[src/rtl/pll_pkg.sv]
// Shared definitions for the PLL reset sequencer.
//   state_t   : sequencer state encodings (also driven out on state_dbg)
//   RELOCK_W  : width of the saturating lock-loss counter
//   sat_inc   : saturating increment used by that counter
package pll_pkg;

  localparam int RELOCK_W = 8;

  typedef enum logic [2:0] {
    ST_RESTART   = 3'd0,
    ST_WAIT_LOCK = 3'd1,
    ST_STABLE    = 3'd2,
    ST_RELEASE   = 3'd3,
    ST_RUN       = 3'd4
  } state_t;

  function automatic logic [RELOCK_W-1:0] sat_inc(input logic [RELOCK_W-1:0] v);
    return (v == '1) ? v : v + 1'b1;
  endfunction

endpackage

[src/rtl/sync_2ff.sv]
// Two-flop synchroniser for a single asynchronous level.
//   i_clk   : destination clock
//   i_rst_n : async active-low reset, both flops clear to 0
//   i_d     : asynchronous input
//   o_q     : synchronised output, two i_clk cycles of latency
module sync_2ff (
  input  logic i_clk,
  input  logic i_rst_n,
  input  logic i_d,
  output logic o_q
);

  logic r_meta;
  logic r_sync;

  always_ff @(posedge i_clk or negedge i_rst_n) begin
    if (!i_rst_n) begin
      r_meta <= 1'b0;
      r_sync <= 1'b0;
    end else begin
      r_meta <= i_d;
      r_sync <= r_meta;
    end
  end

  assign o_q = r_sync;

endmodule

[src/rtl/pll_reset_sequencer.sv]
// PLL restart / lock qualification / staged domain reset release.
//   clkin        : reference clock, the only clock
//   rst_n        : async active-low reset
//   pll_locked   : raw PLL lock, asynchronous to clkin
//   pll_rst      : active-high PLL reset drive
//   rst_out_n    : per-domain active-low resets, released in index order
//   all_ready    : high only in RUN
//   lock_lost    : one-cycle pulse when lock drops during RELEASE or RUN
//   relock_count : saturating count of lock_lost pulses
//   state_dbg    : current state encoding
//
// state      | meaning
// RESTART    | pll_rst held high for RESTART_PULSE cycles
// WAIT_LOCK  | waiting for lock, restarts the PLL after LOCK_TIMEOUT cycles
// STABLE     | lock must hold for STABLE_CYCLES consecutive cycles
// RELEASE    | domains released one every STAGE_GAP cycles
// RUN        | all domains out of reset
module pll_reset_sequencer
  import pll_pkg::*;
#(
  parameter int N_DOMAINS     = 4,
  parameter int STABLE_CYCLES = 1024,
  parameter int STAGE_GAP     = 16,
  parameter int LOCK_TIMEOUT  = 1048576,
  parameter int RESTART_PULSE = 8
) (
  input  logic                 clkin,
  input  logic                 rst_n,
  input  logic                 pll_locked,
  output logic                 pll_rst,
  output logic [N_DOMAINS-1:0] rst_out_n,
  output logic                 all_ready,
  output logic                 lock_lost,
  output logic [RELOCK_W-1:0]  relock_count,
  output logic [2:0]           state_dbg
);

  localparam int RP_W  = (RESTART_PULSE > 1) ? $clog2(RESTART_PULSE) : 1;
  localparam int TO_W  = $clog2(LOCK_TIMEOUT);
  localparam int ST_W  = $clog2(STABLE_CYCLES);
  localparam int GAP_W = (STAGE_GAP > 1) ? $clog2(STAGE_GAP) : 1;
  localparam int DOM_W = (N_DOMAINS > 1) ? $clog2(N_DOMAINS) : 1;

  // Counters run from 0 to the "last" value and terminate on equality,
  // so each phase lasts exactly the parameterised number of cycles.
  localparam logic [RP_W-1:0]  RP_LAST  = RP_W'(RESTART_PULSE - 1);
  localparam logic [TO_W-1:0]  TO_LAST  = TO_W'(LOCK_TIMEOUT - 1);
  localparam logic [ST_W-1:0]  ST_LAST  = ST_W'(STABLE_CYCLES - 1);
  localparam logic [GAP_W-1:0] GAP_LAST = GAP_W'(STAGE_GAP - 1);
  localparam logic [DOM_W-1:0] DOM_LAST = DOM_W'(N_DOMAINS - 1);

  logic w_locked;

  state_t               r_state,     w_state_nxt;
  logic [RP_W-1:0]      r_rp_cnt,    w_rp_nxt;
  logic [TO_W-1:0]      r_to_cnt,    w_to_nxt;
  logic [ST_W-1:0]      r_st_cnt,    w_st_nxt;
  logic [GAP_W-1:0]     r_gap_cnt,   w_gap_nxt;
  logic [DOM_W-1:0]     r_dom,       w_dom_nxt;
  logic                 r_pll_rst,   w_pll_rst_nxt;
  logic [N_DOMAINS-1:0] r_rst_out_n, w_rst_out_nxt;
  logic                 r_ready,     w_ready_nxt;
  logic                 r_lost,      w_lost_nxt;
  logic [RELOCK_W-1:0]  r_relock,    w_relock_nxt;
  logic [N_DOMAINS-1:0] w_rel_mask;

  sync_2ff u_lock_sync (
    .i_clk   (clkin),
    .i_rst_n (rst_n),
    .i_d     (pll_locked),
    .o_q     (w_locked)
  );

  always_ff @(posedge clkin or negedge rst_n) begin
    if (!rst_n) begin
      r_state     <= ST_RESTART;
      r_rp_cnt    <= '0;
      r_to_cnt    <= '0;
      r_st_cnt    <= '0;
      r_gap_cnt   <= '0;
      r_dom       <= '0;
      r_pll_rst   <= 1'b1;
      r_rst_out_n <= '0;
      r_ready     <= 1'b0;
      r_lost      <= 1'b0;
      r_relock    <= '0;
    end else begin
      r_state     <= w_state_nxt;
      r_rp_cnt    <= w_rp_nxt;
      r_to_cnt    <= w_to_nxt;
      r_st_cnt    <= w_st_nxt;
      r_gap_cnt   <= w_gap_nxt;
      r_dom       <= w_dom_nxt;
      r_pll_rst   <= w_pll_rst_nxt;
      r_rst_out_n <= w_rst_out_nxt;
      r_ready     <= w_ready_nxt;
      r_lost      <= w_lost_nxt;
      r_relock    <= w_relock_nxt;
    end
  end

  // Outputs are registered: every w_*_nxt output value describes the
  // state being entered, so outputs change on the same edge as r_state.
  always_comb begin
    w_state_nxt   = r_state;
    w_rp_nxt      = r_rp_cnt;
    w_to_nxt      = r_to_cnt;
    w_st_nxt      = r_st_cnt;
    w_gap_nxt     = r_gap_cnt;
    w_dom_nxt     = r_dom;
    w_pll_rst_nxt = 1'b0;
    w_rst_out_nxt = '0;
    w_ready_nxt   = 1'b0;
    w_lost_nxt    = 1'b0;
    w_relock_nxt  = r_relock;

    // Domains 0 .. r_dom+1 released: the mask after the next stage step.
    w_rel_mask = '0;
    for (int i = 0; i < N_DOMAINS; i++) begin
      w_rel_mask[i] = (i <= int'(r_dom) + 1);
    end

    case (r_state)
      ST_RESTART: begin
        if (r_rp_cnt == RP_LAST) begin
          w_state_nxt = ST_WAIT_LOCK;
          w_rp_nxt    = '0;
          w_to_nxt    = '0;
        end else begin
          w_rp_nxt      = r_rp_cnt + 1'b1;
          w_pll_rst_nxt = 1'b1;
        end
      end

      ST_WAIT_LOCK: begin
        if (w_locked) begin
          w_state_nxt = ST_STABLE;
          w_st_nxt    = '0;
        end else if (r_to_cnt == TO_LAST) begin
          w_state_nxt   = ST_RESTART;
          w_rp_nxt      = '0;
          w_to_nxt      = '0;
          w_pll_rst_nxt = 1'b1;
        end else begin
          w_to_nxt = r_to_cnt + 1'b1;
        end
      end

      // The timeout counter is held here, so a lock that keeps glitching
      // still runs out the WAIT_LOCK budget and restarts the PLL.
      ST_STABLE: begin
        if (!w_locked) begin
          w_state_nxt = ST_WAIT_LOCK;
        end else if (r_st_cnt == ST_LAST) begin
          w_state_nxt      = ST_RELEASE;
          w_dom_nxt        = '0;
          w_gap_nxt        = '0;
          w_rst_out_nxt    = '0;
          w_rst_out_nxt[0] = 1'b1;
        end else begin
          w_st_nxt = r_st_cnt + 1'b1;
        end
      end

      // Lock loss is tested first so it beats a stage release due on
      // the same edge.
      ST_RELEASE, ST_RUN: begin
        if (!w_locked) begin
          w_state_nxt  = ST_WAIT_LOCK;
          w_to_nxt     = '0;
          w_lost_nxt   = 1'b1;
          w_relock_nxt = sat_inc(r_relock);
        end else if (r_state == ST_RUN || r_dom == DOM_LAST) begin
          w_state_nxt   = ST_RUN;
          w_rst_out_nxt = '1;
          w_ready_nxt   = 1'b1;
        end else if (r_gap_cnt == GAP_LAST) begin
          w_dom_nxt     = r_dom + 1'b1;
          w_gap_nxt     = '0;
          w_rst_out_nxt = w_rel_mask;
        end else begin
          w_gap_nxt     = r_gap_cnt + 1'b1;
          w_rst_out_nxt = r_rst_out_n;
        end
      end

      default: begin
        w_state_nxt   = ST_RESTART;
        w_rp_nxt      = '0;
        w_pll_rst_nxt = 1'b1;
      end
    endcase
  end

  assign pll_rst      = r_pll_rst;
  assign rst_out_n    = r_rst_out_n;
  assign all_ready    = r_ready;
  assign lock_lost    = r_lost;
  assign relock_count = r_relock;
  assign state_dbg    = r_state;

endmodule

[config.mk]
export PLATFORM = sky130hd
export DESIGN_NAME = pll_reset_sequencer
export DESIGN_NICKNAME = d
export VERILOG_FILES = /design/src/rtl/pll_pkg.sv /design/src/rtl/sync_2ff.sv /design/src/rtl/pll_reset_sequencer.sv
export SDC_FILE = /design/constraint.sdc
export NUM_CORES = 1
export LEC_CHECK = 0
export CORE_AREA = 2 2 81 122
export DETAILED_ROUTE_END_ITERATION = 10
export DIE_AREA = 0 0 83 124
export SLEW_MARGIN = 40
export SYNTH_ARGS = -nofsm -noshare
export SYNTH_HDL_FRONTEND = slang
export SYNTH_SLANG_ARGS = --single-unit
[constraint.sdc]
create_clock -name clkin -period 2.3 [get_ports clkin]
set_clock_uncertainty 0.05 [all_clocks]
set_input_delay 0.23 -clock clkin [delete_from_list [all_inputs] [get_ports clkin]]
set_output_delay 0.23 -clock clkin [all_outputs]
set_load 0.03 [all_outputs]
Word level (Yosys, flattened, before mapping)
Cells that the tools add are included.
Cells by class
  add/sub/neg operators: 7
  magnitude comparators: 4
  eq/ne operators: 25
  mux-type cells: 47
  bitwise operators: 3
  reduce and logical (&&, ||, !) cells: 14
Operators with widths (number)
  $mux 20: 4
  $pmux 20 s3: 1
  $le 1x32->1 const A: 1
  $le 2x32->1 const A: 1
  $le 3x32->1 const A: 1
  $mux 4: 8
  $mux 10: 3
  $mux 3: 9
  $add 20x1->20 const B: 1
  $eq 20x20->1 const B: 1
  $pmux 10 s2: 1
  $ne 2x2->1 const B: 8
  $pmux 4 s2: 2
  $pmux 3 s4: 1
  $reduce_and 4->1: 3
  $add 10x1->10 const B: 1
  $eq 10x10->1 const B: 1
  $mux 1: 10
  $mux 2: 5
  $pmux 3 s3: 1
  $add 8x1->8 const B: 1
  $eq 8x8->1 const B: 1
  $eq 3x2->1 const B: 2
  $eq 3x3->1 const B: 2
  24 further kinds: 31
Storage, ports and cells
  flip-flop bits (word level): 59
  input bits: 3
  output and inout bits: 18
  logic and storage cells: 113

Depth between registers and ports, before layout
  depth in word-level cells: 6
  depth in mapped cells: 7
  mapped depth without buffers: 6

By module
Synthesis repeated with hierarchy kept, for this count alone.
Unflattened totals
  cells, all modules: 316
  area, all modules: 3083.0 µm²
Modules (own cells, without submodules)
  pll_reset_sequencer: times used 1, cells each 314, area each 3032.9 µm², seq. area each 1427.6 µm²
  sync_2ff: times used 1, cells each 2, area each 50.0 µm², seq. area each 50.0 µm²

Worst setup path after synthesis
OpenSTA, ideal clock, no wires.
  path kind: flip-flop to flip-flop
  start point: register r_state[1], in the netlist state_dbg[1]
  end point: register r_st_cnt[8]
  setup time: 0.123 ns
  arrival: 1.813 ns
  data required time: 2.127 ns
  path slack: 0.314 ns
  stages on the path, launching flop included: 7
  path buffers: 1
  clock period less this slack: 1.986 ns
  cells stage by stage: dfrtp_1 -> buf_2 -> or3b_1 -> or2_1 -> a211oi_2 -> nand3_1 -> mux2i_1
On the way
  longest elaborated chain between the ends: 3
  elaborated cells between the ends (all ways): 8
  those cells by class: eq/ne (5); mux (1); reduce/logical (2)
RTL lines
  start, declared: line pll_reset_sequencer.sv:54  | state_t r_state, w_state_nxt;
  start signal, assigned: line pll_reset_sequencer.sv:88  | r_state <= w_state_nxt;
  $eq 3x1->1 / $eq 3x2->1 (equally long branches): line pll_reset_sequencer.sv:123  | case (r_state)
  $ne 2x1->1 (no line), or another cell as far along
  $reduce_and 4->1 (no line)
  end signal, assigned: line pll_reset_sequencer.sv:91  | r_st_cnt <= w_st_nxt;
  end, declared: line pll_reset_sequencer.sv:57  | logic [ST_W-1:0] r_st_cnt, w_st_nxt;
Parallel ways exist; a longest one is shown, timed or not.
A chain may end at the register's enable or synchronous reset.

Worst setup path in the final report
  start point: register r_to_cnt[0]
  end point: register r_to_cnt[3]
On the way
  longest elaborated chain between the ends: 4
  elaborated cells between the ends (all ways): 5
  those cells by class: add/sub (1); eq/ne (1); mux (3)
RTL lines
  start, declared: line pll_reset_sequencer.sv:56  | logic [TO_W-1:0] r_to_cnt, w_to_nxt;
  start signal, assigned: line pll_reset_sequencer.sv:90  | r_to_cnt <= w_to_nxt;
  $add 20x1->20 / $eq 20x20->1 (equally long branches): line pll_reset_sequencer.sv:145, pll_reset_sequencer.sv:139
  $mux 20 (*): line pll_reset_sequencer.sv:139  | end else if (r_to_cnt == TO_LAST) begin
  $mux 20 (*): line pll_reset_sequencer.sv:136  | if (w_locked) begin
  $pmux 20 s3 (*): line pll_reset_sequencer.sv:123
Every way passes the cells marked *; elsewhere a longest branch is shown, timed or not. The select of a mux whose other input is x is not followed.

==> flow_summary.yaml <==
floorplan:
  rows: 43
  start_util_pct: 34.43
  die_h_um: 124
  io_pins: 21
  core_um2: 9200
  dieArea_um2: 10290
  dieWidth_um: 83
power:
  combPwrFrac_pct: 28.1
  swShare_pct: 32.49
  power.density_nw_per_um2: 1003
  vdd_drop_max_v: 0.0005687
  power.leakage_nw: 1.627
  power_switching_mw: 1.285
  seqPwrFrac_pct: 34.6
  internal-power_mw: 2.669
  clock_power_share_pct: 37.3
sta:
  max_freq_mhz: 478.2
  period_share_pct: 90.93
  period_minus_slack_ns: 2.091
  worst_slew_pin_slew_ns: 0.4869
  slew_viol_final: 0
  rsz0062_at_grt: "no"
  setup_viol: 0
  final.setup.tns_ns: 0
  maxSlewHeadroom_pct: 67.20
  hold_violations: 0
finish:
  fill_cells: 895
  fin_util_pct: 42.87
  n_antenna_cell: 0
  drive_gt1_share_pct: 14.52
  layout.nets: 379
  syn2layout_area_growth_pct: 24.49
global_routing:
  grt.overflow.total: 0
  grt_pass1_wl_mm: 12.65
  grt_max_degree: 33
  grt_pass1_vias: 2668
  antenna_found_initial: 0
  grt_use_total_pct: 15.58
setup_path:
  crit_type: "register to register"
  r2r_start: "r_to_cnt[0]"
  cp_max_fo: 7
  cp-end-kind: "register"
  worst_setup_path_start_kind: "register"
  ff2ff_path_depth: 6
  worstPathRequired_ns: 2.47
  timing.rr.end: "r_to_cnt[3]"
  r2r_setup_slack_ns: 0.21
  startpoint: "r_to_cnt[0]"
  worstPathArrival_ns: 2.26
synthesis:
  synth_most_common_cell: "dfrtp_1"
  ys_top_cells_by_area: "dfrtp_1, o21ai_0, xnor2_1"
  async_flop_share_pct: 100.0
  synth_top_area_share_pct: 45.81
  synth_cells: 329
  synth_edf_count: 0
  synth_seq_cells: 59
  yosysUniqueCellTypes: 56
  synth_nets: 341
  synth_common_cells: "dfrtp_1, o21ai_0, nand2_1, nor2_1, nand3_1"
  ys_warn_count: 0
  synth_top_area_cell: "dfrtp_1"
  netlist_area_um2: 3168
  ys_seq_area_share_pct: 46.64
  synth.avg_cell_area_um2: 9.629
  synthFlopType: "dfrtp_1"
clocking:
  htree_num_levels: 3
  clock_path_buffers: 2
  clkTransAtPathRegs_ns: 0.05
  cts.sinks: 59
  cts_tree: "built"
  clock-root-buffer: "clkbuf_16"
  clock_latency_ns: 0.34
  post_cts_resized: 0
  cts_made_buffers: 9
routing:
  finalWirelength_mm: 7.253
  via_per_inst: 5.378
  detail-route-antenna-nets: 0
  via_count: 2603
  drc: 0
  drt_first_pass_iters: 4
  drtIter0Drc: 176
  post_drt_wl_per_cell_um: 14.99
placed_design:
  place.gp.congestion: 0.8041
  place_hpwl_mm: 5.124
  port_buffers: 20
min_path:
  hold_class: "primary input to async pin"
run_status:
  status: "completed"
flow_run:
  maxCapViolCount: 0
cells by family after synthesis:
kind of cell             Yosys count  share of synthesized area (%)
AO/OA/AOI/OAI                     73                          14.57
XOR/XNOR                          16                          4.424
adder cells (fa/ha/maj)            9                          3.555
buffers and inverters             21                          2.686
flip-flops                        59                          46.64
multiplexers                       8                          2.646
AND/OR/NAND/NOR                  143                          25.47
layout by cell type, fill, tap and decap left out, types with 8 or more instances in the layout:
cell,netlist,layout
a21oi_1,13,13
nor2_1,28,28
o21ai_0,33,33
nand3_1,21,21
clkbuf_16,0,9
dfrtp_1,58,58
nand4_1,13,13
nand2_1,30,30
buf_4,0,14
clkdlybuf4s50_1,0,19
ha_1,9,9
nor3_1,8,8
xnor2_1,15,15
inv_1,10,10
repair_timing:
item,4_1_cts,5_1_grt
setup buffers,0,0
endpoints found under the setup margin,0,0
hold buffers,1,0
hold endpoints to repair,10,0
per-layer routing:
layer,share of wire (%),GRT usage (%),vias to the layer above
met5,0,0,-
met1,43,17.52,1253
met4,2.4,7.582,0
met3,3.7,4.241,14
li1,-,-,1291
met2,51,27.37,45
stage by stage:
step	power, mW	setup slack (ns)	area [um2]	instances	hold WS [ns]
after floorplan	2.080	0.3136	3168	329	-0.1156
after global placement	2.473	0.2575	3605	467	0.08251
after detailed placement	2.497	0.2176	3605	467	0.08461
after CTS	4.002	0.2049	3944	484	0.2662
after global routing	4.194	0.06185	3944	484	0.2893
final	3.954	0.2087	3944	484	0.2640
critical path: stages, from the launching register on:
cell     delay, ns
dfrtp_1       0.40
ha_1          0.22
nand3_1       0.26
or4_1         0.54
o21ai_2       0.29
or3_1         0.16
o21ai_0       0.07
layout make-up:
class / instances / area, um2 / area share, %
clock buffers: 12 / 256.5 / 6.504
clock inverters: 4 / 72.57 / 1.840
inverters: 11 / 41.29 / 1.047
multi-input cells: 249 / 1605 / 40.70
flip-flops and latches: 59 / 1478 / 37.47
well taps: 112 / 140.1 / 3.553
repair buffers: 37 / 350.3 / 8.883
registers in the layout, summed over array words and instances (netlist names), 2 cells and up:
name / cells
rst_out_n: 4
r_to_cnt: 20
r_gap_cnt: 4
relock_count: 8
state_dbg: 3
r_rp_cnt: 3
r_dom: 2
r_st_cnt: 10
power by group through the flow:
stage                     clock [mW]  combinational [mW]  sequential, mW
after floorplan                    0               0.633            1.45
after global placement             0                1.10            1.38
after detailed placement           0                1.11            1.38
after CTS                       1.51                1.13            1.37
after global routing            1.55                1.25            1.39
final                           1.47                1.11            1.37
worst max-delay path by stage:
stage | end | slack (ns) | cells past startpoint
global route | r_to_cnt[3] | 0.06 | 6
CTS | state_dbg[0] | 0.20 | 2
floorplan | r_st_cnt[8] | 0.31 | 6
finish | r_to_cnt[3] | 0.21 | 6
global placement | relock_count[1] | 0.26 | 4
detailed placement | r_to_cnt[17] | 0.22 | 6
Note: power is estimated with default switching activity, not from simulation.
